**src/rtl/ct_fcnvt_vector_ctrl_dp.sv**
```systemverilog
// Vector FP convert pipe control/datapath shell (EX1-EX3): decode, rounding mode,
// chunk write-mask generation, lane result masking and sticky exception flags.
module ct_fcnvt_vector_ctrl_dp #(
  parameter int unsigned LANES = 2,
  parameter int unsigned VLW   = 4
) (
  input  logic                  forever_cpuclk,
  input  logic                  cpurst_b,
  input  logic                  ex1_inst_vld,
  input  logic [19:0]           dp_ex1_func,
  input  logic [2:0]            dp_ex1_imm0,
  input  logic [2:0]            vfpu_yy_xx_rm,
  input  logic [VLW-1:0]        dp_ex1_vl,
  input  logic                  pipe_stall,
  input  logic                  rtu_yy_xx_flush,
  input  logic                  fflags_clr,
  input  logic [64*LANES-1:0]   fcnvt_ex3_result,
  input  logic [5*LANES-1:0]    fcnvt_ex3_expt,
  output logic [4:0]            ex1_rm,
  output logic                  ex1_rm_illegal,
  output logic                  ex1_accept,
  output logic                  ex2_dest_l16,
  output logic                  ex2_dest_l32,
  output logic                  ex2_dest_l64,
  output logic                  ex2_dest_float,
  output logic                  fcnvt_forward_r_vld,
  output logic [64*LANES-1:0]   fcnvt_forward_result,
  output logic [4*LANES-1:0]    fcnvt_forward_wmask,
  output logic [4:0]            fcnvt_ereg_forward_result,
  output logic [4:0]            fflags_acc
);

  localparam int unsigned CH = 4 * LANES;
  localparam int unsigned DW = 64 * LANES;

  // EX1 decode
  logic f16, f15, f14, f13;
  logic widen_c, narrow_c, equal_c, sover_c;
  logic src_l16_c, src_l32_c, src_l64_c;
  logic dst_l16_c, dst_l32_c, dst_l64_c, dst_float_c;
  logic [2:0] rm_sel_c;
  logic [4:0] rm_oh_c;
  logic rm_ill_c;
  logic [CH-1:0] wmask_c;
  int unsigned e_shift_c;
  logic func_unused;

  // pipeline state
  logic          ex2_vld_q, ex2_vld_d;
  logic          ex2_l16_q, ex2_l16_d;
  logic          ex2_l32_q, ex2_l32_d;
  logic          ex2_l64_q, ex2_l64_d;
  logic          ex2_float_q, ex2_float_d;
  logic [CH-1:0] ex2_wmask_q, ex2_wmask_d;
  logic          ex3_vld_q, ex3_vld_d;
  logic [CH-1:0] ex3_wmask_q, ex3_wmask_d;
  logic [4:0]    fflags_q, fflags_d;

  // EX3
  logic          retire_c;
  logic [LANES-1:0] lane_act_c;
  logic [4:0]    ereg_c;
  logic [DW-1:0] result_c;

  assign f16 = dp_ex1_func[16];
  assign f15 = dp_ex1_func[15];
  assign f14 = dp_ex1_func[14];
  assign f13 = dp_ex1_func[13];
  assign func_unused = ^{dp_ex1_func[19:17], dp_ex1_func[12:3], dp_ex1_func[1:0]};

  // size decode; 64-bit source takes priority where encodings overlap
  always_comb begin
    widen_c   = f14 & ~f13;
    narrow_c  = ~f14 & f13;
    equal_c   = ~f14 & ~f13;
    sover_c   = f14 & f13;
    src_l64_c = f16 | (f15 & narrow_c);
    src_l32_c = ~src_l64_c & ((f15 & ~narrow_c) | (~f16 & ~f15 & narrow_c));
    src_l16_c = ~f16 & ~f15 & ~narrow_c;
    dst_l16_c = 1'b0;
    dst_l32_c = 1'b0;
    dst_l64_c = 1'b0;
    if (equal_c) begin
      dst_l16_c = src_l16_c;
      dst_l32_c = src_l32_c;
      dst_l64_c = src_l64_c;
    end else if (widen_c) begin
      dst_l32_c = src_l16_c;
      dst_l64_c = src_l32_c | src_l64_c;
    end else if (narrow_c) begin
      dst_l16_c = src_l16_c | src_l32_c;
      dst_l32_c = src_l64_c;
    end else if (sover_c) begin
      dst_l16_c = src_l64_c;
      dst_l32_c = src_l32_c;
      dst_l64_c = src_l16_c;
    end
    dst_float_c = dp_ex1_func[2];
  end

  // rounding mode resolve and one-hot {rmm,rdn,rup,rtz,rne}
  always_comb begin
    rm_sel_c = (dp_ex1_imm0 == 3'b111) ? vfpu_yy_xx_rm : dp_ex1_imm0;
    rm_oh_c  = 5'b0;
    rm_ill_c = 1'b0;
    case (rm_sel_c)
      3'b000:  rm_oh_c = 5'b00001;
      3'b001:  rm_oh_c = 5'b00010;
      3'b010:  rm_oh_c = 5'b01000;
      3'b011:  rm_oh_c = 5'b00100;
      3'b100:  rm_oh_c = 5'b10000;
      default: rm_ill_c = 1'b1;
    endcase
  end

  // chunk j belongs to element j >> log2(E)
  always_comb begin
    e_shift_c = dst_l64_c ? 32'd2 : (dst_l32_c ? 32'd1 : 32'd0);
    wmask_c   = '0;
    for (int j = 0; j < int'(CH); j++) begin
      wmask_c[j] = (32'(j) >> e_shift_c) < 32'(dp_ex1_vl);
    end
  end

  assign ex1_rm         = rm_oh_c;
  assign ex1_rm_illegal = rm_ill_c;
  assign ex1_accept     = ex1_inst_vld & ~pipe_stall;

  // EX3 retire, lane masking and exception reduction
  always_comb begin
    retire_c = ex3_vld_q & ~pipe_stall & ~rtu_yy_xx_flush;
    ereg_c   = 5'b0;
    result_c = '0;
    for (int i = 0; i < int'(LANES); i++) begin
      lane_act_c[i] = |ex3_wmask_q[4*i +: 4];
      if (retire_c && lane_act_c[i]) begin
        ereg_c = ereg_c | fcnvt_ex3_expt[5*i +: 5];
      end
    end
    for (int j = 0; j < int'(CH); j++) begin
      result_c[16*j +: 16] = ex3_wmask_q[j] ? fcnvt_ex3_result[16*j +: 16] : 16'hFFFF;
    end
  end

  // next state: stall holds, flush kills valids and wins over stall
  always_comb begin
    ex2_vld_d   = ex2_vld_q;
    ex2_l16_d   = ex2_l16_q;
    ex2_l32_d   = ex2_l32_q;
    ex2_l64_d   = ex2_l64_q;
    ex2_float_d = ex2_float_q;
    ex2_wmask_d = ex2_wmask_q;
    ex3_vld_d   = ex3_vld_q;
    ex3_wmask_d = ex3_wmask_q;
    if (!pipe_stall) begin
      ex2_vld_d   = ex1_inst_vld;
      ex2_l16_d   = dst_l16_c;
      ex2_l32_d   = dst_l32_c;
      ex2_l64_d   = dst_l64_c;
      ex2_float_d = dst_float_c;
      ex2_wmask_d = wmask_c;
      ex3_vld_d   = ex2_vld_q;
      ex3_wmask_d = ex2_wmask_q;
    end
    if (rtu_yy_xx_flush) begin
      ex2_vld_d = 1'b0;
      ex3_vld_d = 1'b0;
    end
    fflags_d = fflags_clr ? ereg_c : (fflags_q | ereg_c);
  end

  always_ff @(posedge forever_cpuclk) begin
    if (!cpurst_b) begin
      ex2_vld_q   <= 1'b0;
      ex2_l16_q   <= 1'b0;
      ex2_l32_q   <= 1'b0;
      ex2_l64_q   <= 1'b0;
      ex2_float_q <= 1'b0;
      ex2_wmask_q <= '0;
      ex3_vld_q   <= 1'b0;
      ex3_wmask_q <= '0;
      fflags_q    <= 5'b0;
    end else begin
      ex2_vld_q   <= ex2_vld_d;
      ex2_l16_q   <= ex2_l16_d;
      ex2_l32_q   <= ex2_l32_d;
      ex2_l64_q   <= ex2_l64_d;
      ex2_float_q <= ex2_float_d;
      ex2_wmask_q <= ex2_wmask_d;
      ex3_vld_q   <= ex3_vld_d;
      ex3_wmask_q <= ex3_wmask_d;
      fflags_q    <= fflags_d;
    end
  end

  assign ex2_dest_l16              = ex2_l16_q;
  assign ex2_dest_l32              = ex2_l32_q;
  assign ex2_dest_l64              = ex2_l64_q;
  assign ex2_dest_float            = ex2_float_q;
  assign fcnvt_forward_r_vld       = retire_c;
  assign fcnvt_forward_result      = result_c;
  assign fcnvt_forward_wmask       = ex3_wmask_q;
  assign fcnvt_ereg_forward_result = ereg_c;
  assign fflags_acc                = fflags_q;

endmodule

```
**config.mk**
```make
export PLATFORM = sky130hd
export DESIGN_NAME = ct_fcnvt_vector_ctrl_dp
export DESIGN_NICKNAME = d
export VERILOG_FILES = /design/src/rtl/ct_fcnvt_vector_ctrl_dp.sv
export SDC_FILE = /design/constraint.sdc
export NUM_CORES = 1
export LEC_CHECK = 0
export ABC_AREA = 1
export BUFFER_PORTS_ARGS = -buffer_cell sky130_fd_sc_hd__buf_2
export CAP_MARGIN = 10
export CORE_AREA = 4 4 126 128
export CTS_CLUSTER_SIZE = 8
export DETAILED_ROUTE_END_ITERATION = 12
export DIE_AREA = 0 0 130 132
export GPL_ROUTABILITY_DRIVEN = 1
export RECOVER_POWER = 100
export SYNTH_ARGS = -nofsm -noshare
export SYNTH_HDL_FRONTEND = slang
export SYNTH_SLANG_ARGS = --single-unit
```
**constraint.sdc**
```tcl
create_clock -name forever_cpuclk -period 1.8 [get_ports forever_cpuclk]
set_input_delay 0.36 -clock forever_cpuclk [delete_from_list [all_inputs] [get_ports forever_cpuclk]]
set_output_delay 0.36 -clock forever_cpuclk [all_outputs]
set_load 0.01 [all_outputs]
```
# --- After elaboration in Yosys (flattened, before gate mapping) ---
# Cells that the tools add are included.
word_totals:
  inputBits: 174
  out_inout_bits: 158
  reg_bits: 27
  wordCells: 93
op_classes:
  reduce_logical: 7
  eq_ne: 5
  shifts: 8
  order_cmp: 8
  n_bitwise: 28
  muxes: 28
op_table:
  columns: ["op", "count"]
  rows:
  - ["less-than comparator 32 x 4 -> 1 bit", 8]
  - ["2-to-1 mux 16 bit", 8]
  - [">> shifter 3 x 2 -> 32 bit (first input constant)", 4]
  - [">> shifter 1 x 2 -> 32 bit (first input constant)", 2]
  - [">> shifter 2 x 2 -> 32 bit (first input constant)", 2]
  - ["one-hot mux 5 bit (5 select lines)", 1]
  - ["2-to-1 mux 5 bit", 3]
  - ["2-to-1 mux 1 bit", 14]
  - ["AND 1 bit", 13]
  - ["bitwise OR 5 bit", 2]
  - ["NOT 1 bit", 9]
  - ["OR reduction 4 bit", 2]
  - ["== test 3 x 2 -> 1 bit (second input constant)", 2]
  - ["== test 3 bit (second input constant)", 2]
  - ["OR reduction 5 bit", 1]
  - ["bitwise OR 1 bit", 4]
  - ["== test 3 x 1 -> 1 bit (second input constant)", 1]
  - ["zero test 3 bit", 1]
  - ["2-to-1 mux 3 bit", 1]
  - ["logical AND 1 bit", 2]
  - ["2-to-1 mux 2 bit", 1]
  - ["OR reduction 2 bit", 1]

# --- Depth between registers and ports, before layout ---
# Gate-level depths: netlist of run 1.
depth:
  word_depth: 14
  ltp_mapped: 11
  ltp_nobuf: 11

# --- Least setup slack after synthesis of run 1 ---
# OpenSTA, ideal clock, no wires.
synth_path:
  kind: "input to register"
  from: "input dp_ex1_func[16]"
  to: "register ex2_wmask_q[6]"
  stages: 11
  setup_ns: 0.119
  n_path_buf: 0
  t_arrival_ns: 1.418
  path_slack_ns: 0.263
  t_required_ns: 1.681
  cell_sequence: "inv_2 > nand2_2 > o22ai_1 > ha_1 > inv_1 > nor2_1 > o21ai_0 > nand2_1 > o21ai_0 > a41oi_1 > nor2_1"
synth_between:
  elab_chain_cells: 13
  elab_cells_between_ends: 21
  cone_classes: "order compare: 1; shift: 1; mux: 10; bitwise: 9"
synth_rtl:
  columns: ["item", "line", "source"]
  rows:
  - ["from (decl)", "10", "input logic [19:0] dp_ex1_func,"]
  - ["NOT 1 bit", "78, 79", null]
  - ["AND 1 bit", "78, 79", null]
  - ["AND 1 bit", "78", "src_l32_c = ~src_l64_c & ((f15 & ~narrow_c) | (~f16 & ~f15 & narrow_c));"]
  - ["bitwise OR 1 bit", "78", null]
  - ["AND 1 bit", "78", null]
  - ["2-to-1 mux 1 bit", "93", "end else if (sover_c) begin"]
  - ["2-to-1 mux 1 bit", "90", "end else if (narrow_c) begin"]
  - ["2-to-1 mux 1 bit", "87", "end else if (widen_c) begin"]
  - ["2-to-1 mux 1 bit", "83", "if (equal_c) begin"]
  - ["2-to-1 mux 1 bit", "118", "e_shift_c = dst_l64_c ? 32'd2 : (dst_l32_c ? 32'd1 : 32'd0);"]
  - ["2-to-1 mux 2 bit *", "118", null]
  - [">> shifter 3 x 2 -> 32 bit *", "121", "wmask_c[j] = (32'(j) >> e_shift_c) < 32'(dp_ex1_vl);"]
  - ["less-than comparator 32 x 4 -> 1 bit *", "121", null]
  - ["to (signal assigned)", "189", "ex2_wmask_q <= ex2_wmask_d;"]
  - ["to (decl)", "54", "logic [CH-1:0] ex2_wmask_q, ex2_wmask_d;"]
# Mark *: on every way between the ends. The rest lies on a longest branch, timed or not.
# A chain may end at the register's enable or synchronous reset.

# --- Final worst setup path of run 1 ---
layout_path:
  from: "register ex3_vld_q"
  to: "output fcnvt_ereg_forward_result[4]"
layout_between:
  elab_chain_cells: 6
  elab_cells_between_ends: 7
  cone_classes: "mux: 2; bitwise: 3; reduce/logical: 2"
layout_rtl:
  columns: ["item", "line", "source"]
  rows:
  - ["from (decl)", "55", "logic ex3_vld_q, ex3_vld_d;"]
  - ["from (signal assigned)", "190", "ex3_vld_q <= ex3_vld_d;"]
  - ["AND 1 bit * (2 in a row)", "131", "retire_c = ex3_vld_q & ~pipe_stall & ~rtu_yy_xx_flush;"]
  - ["logical AND 1 bit", "136", "if (retire_c && lane_act_c[i]) begin"]
  - ["2-to-1 mux 5 bit", "136", null]
  - ["bitwise OR 5 bit", "137", "ereg_c = ereg_c | fcnvt_ex3_expt[5*i +: 5];"]
  - ["2-to-1 mux 5 bit *", "136", null]
  - ["to (decl)", "29", "output logic [4:0] fcnvt_ereg_forward_result,"]
# Marks and branches as above.

==> metrics, run 1 <==
Clock Tree Root clkbuf_16; initial antenna violation count 0; first-pass GRT wire length 16400 µm; Distinct cells, synth 25; Mapped Avg Cell Area 5.07 µm²; vias in the first global route 3218; setup TNS 0 ns; Num CTS Buffers 3; clock share of power 0.268; total grt overflow 0; R2R Setup Slk 0.67 ns; placed cell count 978; Final Hold Vio Count 0; skew final 0.00604 ns; fin crit share 0.942; IO Port Bufs 316; WP data arrival 1.34 ns; Area growth syn-to-layout 69.4%; drt wl/cell 11.8 µm; Non-Filler Instances 982; Final HPWL DP 9980 µm; Critical Path End fcnvt_ereg_forward_result[4]; routability cong. 0.788; r2r endpoint fflags_acc[0]; Diodes inserted 0; post-route ant nets 0; worst-path maximum fanout 5; warnings from Yosys 0; Worst-Skew Late Latency 0.26 ns; Worst EP required 1.44 ns; DR vias/cell 3.74; post-layout util 0.277; outcome completed; Final Setup Violations 0; Core Rows 45; min-delay worst type primary input to flip-flop; Synth Register Bits 27; DR iter-0 viols 108; largest net degree at the start of global routing 23; Clock transition at path regs 0.07 ns; Mapped Cells 480; post-CTS sizing 0; # hold bufs at CTS 0; Die Y 132 µm; Critical Path Source ex3_vld_q; unrepaired setup endpoints after global routing no; Synth Cell Area 0.00243 mm²; Post-CTS Setup Inserts 0; Tot GR Track Use 0.118; Gate power share 0.392; Worst slew margin 0.641; Die ar. 0.0172 mm²; syn_nets 658; hold_ws 0.329 ns; Power Dens Cells 460 mW/mm²; Leakage 2.46 nW; CTS tree yes; drt total wl 11600 µm; VDD IR max 359 µV; Top-Level Pins 332; Die Wd 130 µm; Switch Pwr 0.000665 W; Core Area 0.0149 mm²; Initial Utilization 0.164; fmax 590 MHz; Clock Tree Buf Depth 2; Setup crit end kind output port; sequential fraction of the synthesis area 0.222; CTS Sinks 27; Crit Reg-Reg Startpoint ex3_vld_q; worst r2r path cells 6; Setup crit start kind flip-flop; htree depth 1; Min Clock Period, post-route 1.70 ns; Flop pwr share 0.340; # DRC 0; DR pass1 iterations 4; Final #Nets 973; fraction of layout cells with a size suffix above 1 0.247; routed via count 3668; fin. max-slew vios 0; Worst Path Class, Setup flip-flop to output port; filler instances 1839; total of max-cap violations 0; Worst Tran Pin Value 0.534 ns; internal power 0.00123 W; Sw Share 0.350
-- critical path, stage by stage, from the launching register on --
cell,delay [ns]
dfxtp_1,0.33
nand3_1,0.15
a21oi_2,0.27
nand2_1,0.08
nand2_1,0.10
buf_2,0.14
-- power groups by stage --
stage	logic [W]	clock network, W	registers [W]
6_report	0.000743	0.000508	0.000646
5_1_grt	0.000840	0.000545	0.000650
4_1_cts	0.000805	0.000519	0.000646
3_5_place_dp	0.000801	0	0.000660
3_3_place_gp	0.000795	0	0.000659
2_1_floorplan	0.000378	0	0.000667
-- cell usage after synthesis --
library cell	n	area (µm²)
clkinv_2	1	5.00
clkbuf_1	2	7.51
o21ai_2	1	8.76
nand3_1	8	40.0
nor3_2	1	10.0
buf_1	7	26.3
nand2_1	164	616
a41oi_1	1	8.76
nand3_4	1	17.5
dfxtp_1	27	541
nand2_2	5	31.3
a21oi_1	11	55.1
ha_1	4	50.1
inv_2	3	11.3
nor3_1	2	10.0
nor2_1	35	131
buf_2	12	60.1
nand3_2	2	20.0
o21ai_1	7	35.0
o22ai_1	1	6.26
o21ai_0	20	100
o211ai_1	2	15.0
a21oi_2	2	17.5
inv_1	160	601
buf_6	1	11.3
-- kinds of logic (layout without fill, tap and decap cells) --
group | after synthesis | after routing | share of synthesized area
simple gates | 218 | 218 | 0.360
buf+inv | 186 | 500 | 0.297
fa+ha+maj | 4 | 4 | 0.0206
compound gates | 45 | 45 | 0.101
flops | 27 | 27 | 0.222
-- cells in the final DEF, fill, tap and decap left out, types with 2 or more instances in the layout --
cell,Yosys,final
clkbuf_2,0,10
o21ai_1,7,2
clkbuf_16,0,3
nand2_2,5,2
nor2_1,35,35
ha_1,4,4
a21oi_1,11,11
buf_4,0,8
a21oi_2,2,2
dfxtp_1,27,27
o21ai_0,20,25
nor3_1,2,3
buf_2,12,166
clkbuf_1,2,148
nand3_1,8,9
nand2_1,164,167
o211ai_1,2,2
inv_1,160,163
-- area by class of cell --
class,count,area [µm²],share of cell area
Clock inverter,1,5.00,0.00121
Multi-Input combinational cell,267,1150,0.280
Sequential cell,27,541,0.131
Clock buffer,3,75.1,0.0182
Tap cell,188,235,0.0570
Timing Repair Buffer,332,1500,0.363
Inverter,164,617,0.150
-- registers in the layout (all words and copies together), names as in the netlist --
register / flops
ex2_wmask_q: 8
ex2_vld_q: 1
ex2_dest_l64: 1
fflags_acc: 5
ex2_dest_l16: 1
ex3_vld_q: 1
fcnvt_forward_wmask: 8
ex2_dest_l32: 1
ex2_dest_float: 1
-- layer usage --
metal,up-vias,share of wire,GRT usage
li1,1959,-,-
met1,1551,0.39,0.138
met2,141,0.51,0.223
met3,17,0.072,0.0109
met4,0,0.023,0.0335
met5,-,0,0
-- how the worst min path moves through the flow --
stage,startpoint,endpoint,slack (ns),cells past startpoint
floorplan,ex2_wmask_q[6],fcnvt_forward_wmask[6],0.43,2
global placement,ex2_wmask_q[7],ex2_wmask_q[7],0.45,2
detailed placement,ex2_wmask_q[7],ex2_wmask_q[7],0.45,2
CTS,dp_ex1_func[2],ex2_dest_float,0.33,3
global route,dp_ex1_func[2],ex2_dest_float,0.37,3
finish,dp_ex1_func[2],ex2_dest_float,0.33,3
-- metrics by stage --
step	instance area, µm²	worst slack, ns	total power [W]
2_1_floorplan	2430	0.263	0.00104
3_3_place_gp	4270	0.0684	0.00145
3_5_place_dp	4270	0.0489	0.00146
4_1_cts	4350	0.0963	0.00197
5_1_grt	4120	0.0130	0.00203
6_report	4120	0.104	0.00190
Power figures use the tool's default switching activity.
==> inputs of run 2 (changes only) <==
- MAX_ROUTING_LAYER: not set -> met4
==> metrics, run 2 (synthesis gave the netlist of run 1 again) <==
outcome completed (unchanged); Worst-Skew Late Latency 0.26 ns (about the same); fin. max-slew vios 0 (unchanged); min-delay worst type primary input to flip-flop (unchanged); # DRC 0 (unchanged); Die ar. 0.0172 mm² (unchanged); hold_ws 0.330 ns (was 0.329 ns); Final HPWL DP 9980 µm (unchanged); total grt overflow 0 (unchanged); htree depth 1 (unchanged); IO Port Bufs 316 (unchanged); Die Y 132 µm (unchanged); Final #Nets 973 (unchanged); skew final 0.00500 ns (was 0.00604 ns); drt wl/cell 11.8 µm (about the same); Area growth syn-to-layout 69.4% (unchanged); drt total wl 11600 µm (about the same); max incr delay on CP 0.33 ns (about the same); Core Rows 45 (unchanged); critical path, cell by cell nand3_1 -> a21oi_2 -> nand2_1 -> nand2_1 -> buf_2 (unchanged); Critical Path End fcnvt_ereg_forward_result[4] (unchanged); Post-CTS Setup Inserts 0 (unchanged); vias in the first global route 3222 (was 3218); CP max stage cell dfxtp_1 (unchanged); Diodes inserted 0 (unchanged); VDD IR max 358 µV (was 359 µV); worst r2r path cells 6 (unchanged); post-CTS sizing 0 (unchanged); first-pass GRT wire length 16400 µm (about the same); # hold bufs at CTS 0 (unchanged); Min Clock Period, post-route 1.69 ns (was 1.70 ns); Core Area 0.0149 mm² (unchanged); Worst EP required 1.44 ns (about the same); Power Dens Cells 460 mW/mm² (about the same); initial antenna violation count 0 (unchanged); Setup crit start kind flip-flop (unchanged); DR iter-0 viols 95 (was 108); Top-Level Pins 332 (unchanged); Clock Tree Buf Depth 2 (unchanged); Num CTS Buffers 3 (unchanged); Tot GR Track Use 0.121 (was 0.118); Leakage 2.46 nW (unchanged); largest net degree at the start of global routing 23 (unchanged); Worst slew margin 0.641 (about the same); Die Wd 130 µm (unchanged); Critical Path Source ex3_vld_q (unchanged); Setup crit end kind output port (unchanged); total of max-cap violations 0 (unchanged); Worst Path Class, Setup flip-flop to output port (unchanged); WP depth 5 (unchanged); worst path bufs/invs 1 (unchanged); fraction of layout cells with a size suffix above 1 0.247 (unchanged); DR vias/cell 3.73 (was 3.74); Initial Utilization 0.164 (unchanged); crit-path leading delay family flip-flops (unchanged); unrepaired setup endpoints after global routing no (unchanged); Final Hold Vio Count 0 (unchanged); fmax 592 MHz (was 590 MHz); CTS Sinks 27 (unchanged); most frequent cells in the layout nand2_1 (167), buf_2 (166), inv_1 (163) (unchanged); post-route ant nets 0 (unchanged); setup TNS 0 ns (unchanged); routability cong. 0.803 (was 0.788); R2R Setup Slk 0.68 ns (was 0.67 ns); DR pass1 iterations 4 (unchanged); WP data arrival 1.33 ns (was 1.34 ns); routed via count 3665 (was 3668); Clock transition at path regs 0.07 ns (about the same); commonest non-fill, non-tap cell in the layout nand2_1 (unchanged); Clock Tree Root clkbuf_16 (unchanged); fin crit share 0.938 (was 0.942); Crit Reg-Reg Startpoint ex3_vld_q (unchanged); r2r endpoint fflags_acc[0] (unchanged); worst-path maximum fanout 5 (unchanged); CTS tree yes (unchanged); Worst Tran Pin Value 0.534 ns (about the same); cell mode on critical path nand2_1 (unchanged); Final Setup Violations 0 (unchanged)
## run 2: cell counts in the layout (fill, tap and decap cells not counted)
Identical to the previous run, type by type.
## run 2: worst reg2reg max path: cells and delay by family (launching register included)
family | cells | cell delay (ns)
AO/OA/AOI/OAI | 2 | 0.35
buffers and inverters | 1 | 0.07
AND/OR/NAND/NOR | 3 | 0.33
flip-flops | 1 | 0.33
## run 2: worst min path at each step
stage	slack, ns	cells after the start	start	endpoint
2_1_floorplan	0.43	2	ex2_wmask_q[6]	fcnvt_forward_wmask[6]
3_3_place_gp	0.45	2	ex2_wmask_q[7]	ex2_wmask_q[7]
3_5_place_dp	0.45	2	ex2_wmask_q[7]	ex2_wmask_q[7]
4_1_cts	0.33	3	dp_ex1_func[2]	ex2_dest_float
5_1_grt	0.37	3	dp_ex1_func[2]	ex2_dest_float
6_report	0.33	3	dp_ex1_func[2]	ex2_dest_float
## run 2: per-layer routing
metal  part of all wire  global-route usage
met5                  0                   -
met4              0.023              0.0335
met3              0.070             0.00932
met2               0.51               0.224
met1               0.39               0.139
## run 2: report_power, final
part	internal (W)	switching, W
Combinational	0.000300	0.000443
Sequential	0.000632	0.0000138
Clock	0.000300	0.000208
## run 2: area by class of cell
cell class              instances  area (µm²)
repair buffers                332        1500
inverters                     164         617
flip-flops and latches         27         541
clock buffers                   3        75.1
fillers                      1839       10700
multi-input cells             267        1150
well taps                     188         235
clock inverters                 1        5.00
## run 2: per-stage QoR
step,area (µm²),utilization,total power (W),std cells,setup slack [ns]
after CTS,4350,0.292,0.00197,982,0.0963
after global routing,4120,0.277,0.00203,982,0.0130
after detailed placement,4270,0.287,0.00146,978,0.0489
after floorplan,2430,-,0.00104,480,0.263
after global placement,4270,0.287,0.00145,978,0.0684
final,4120,0.277,0.00190,982,0.111
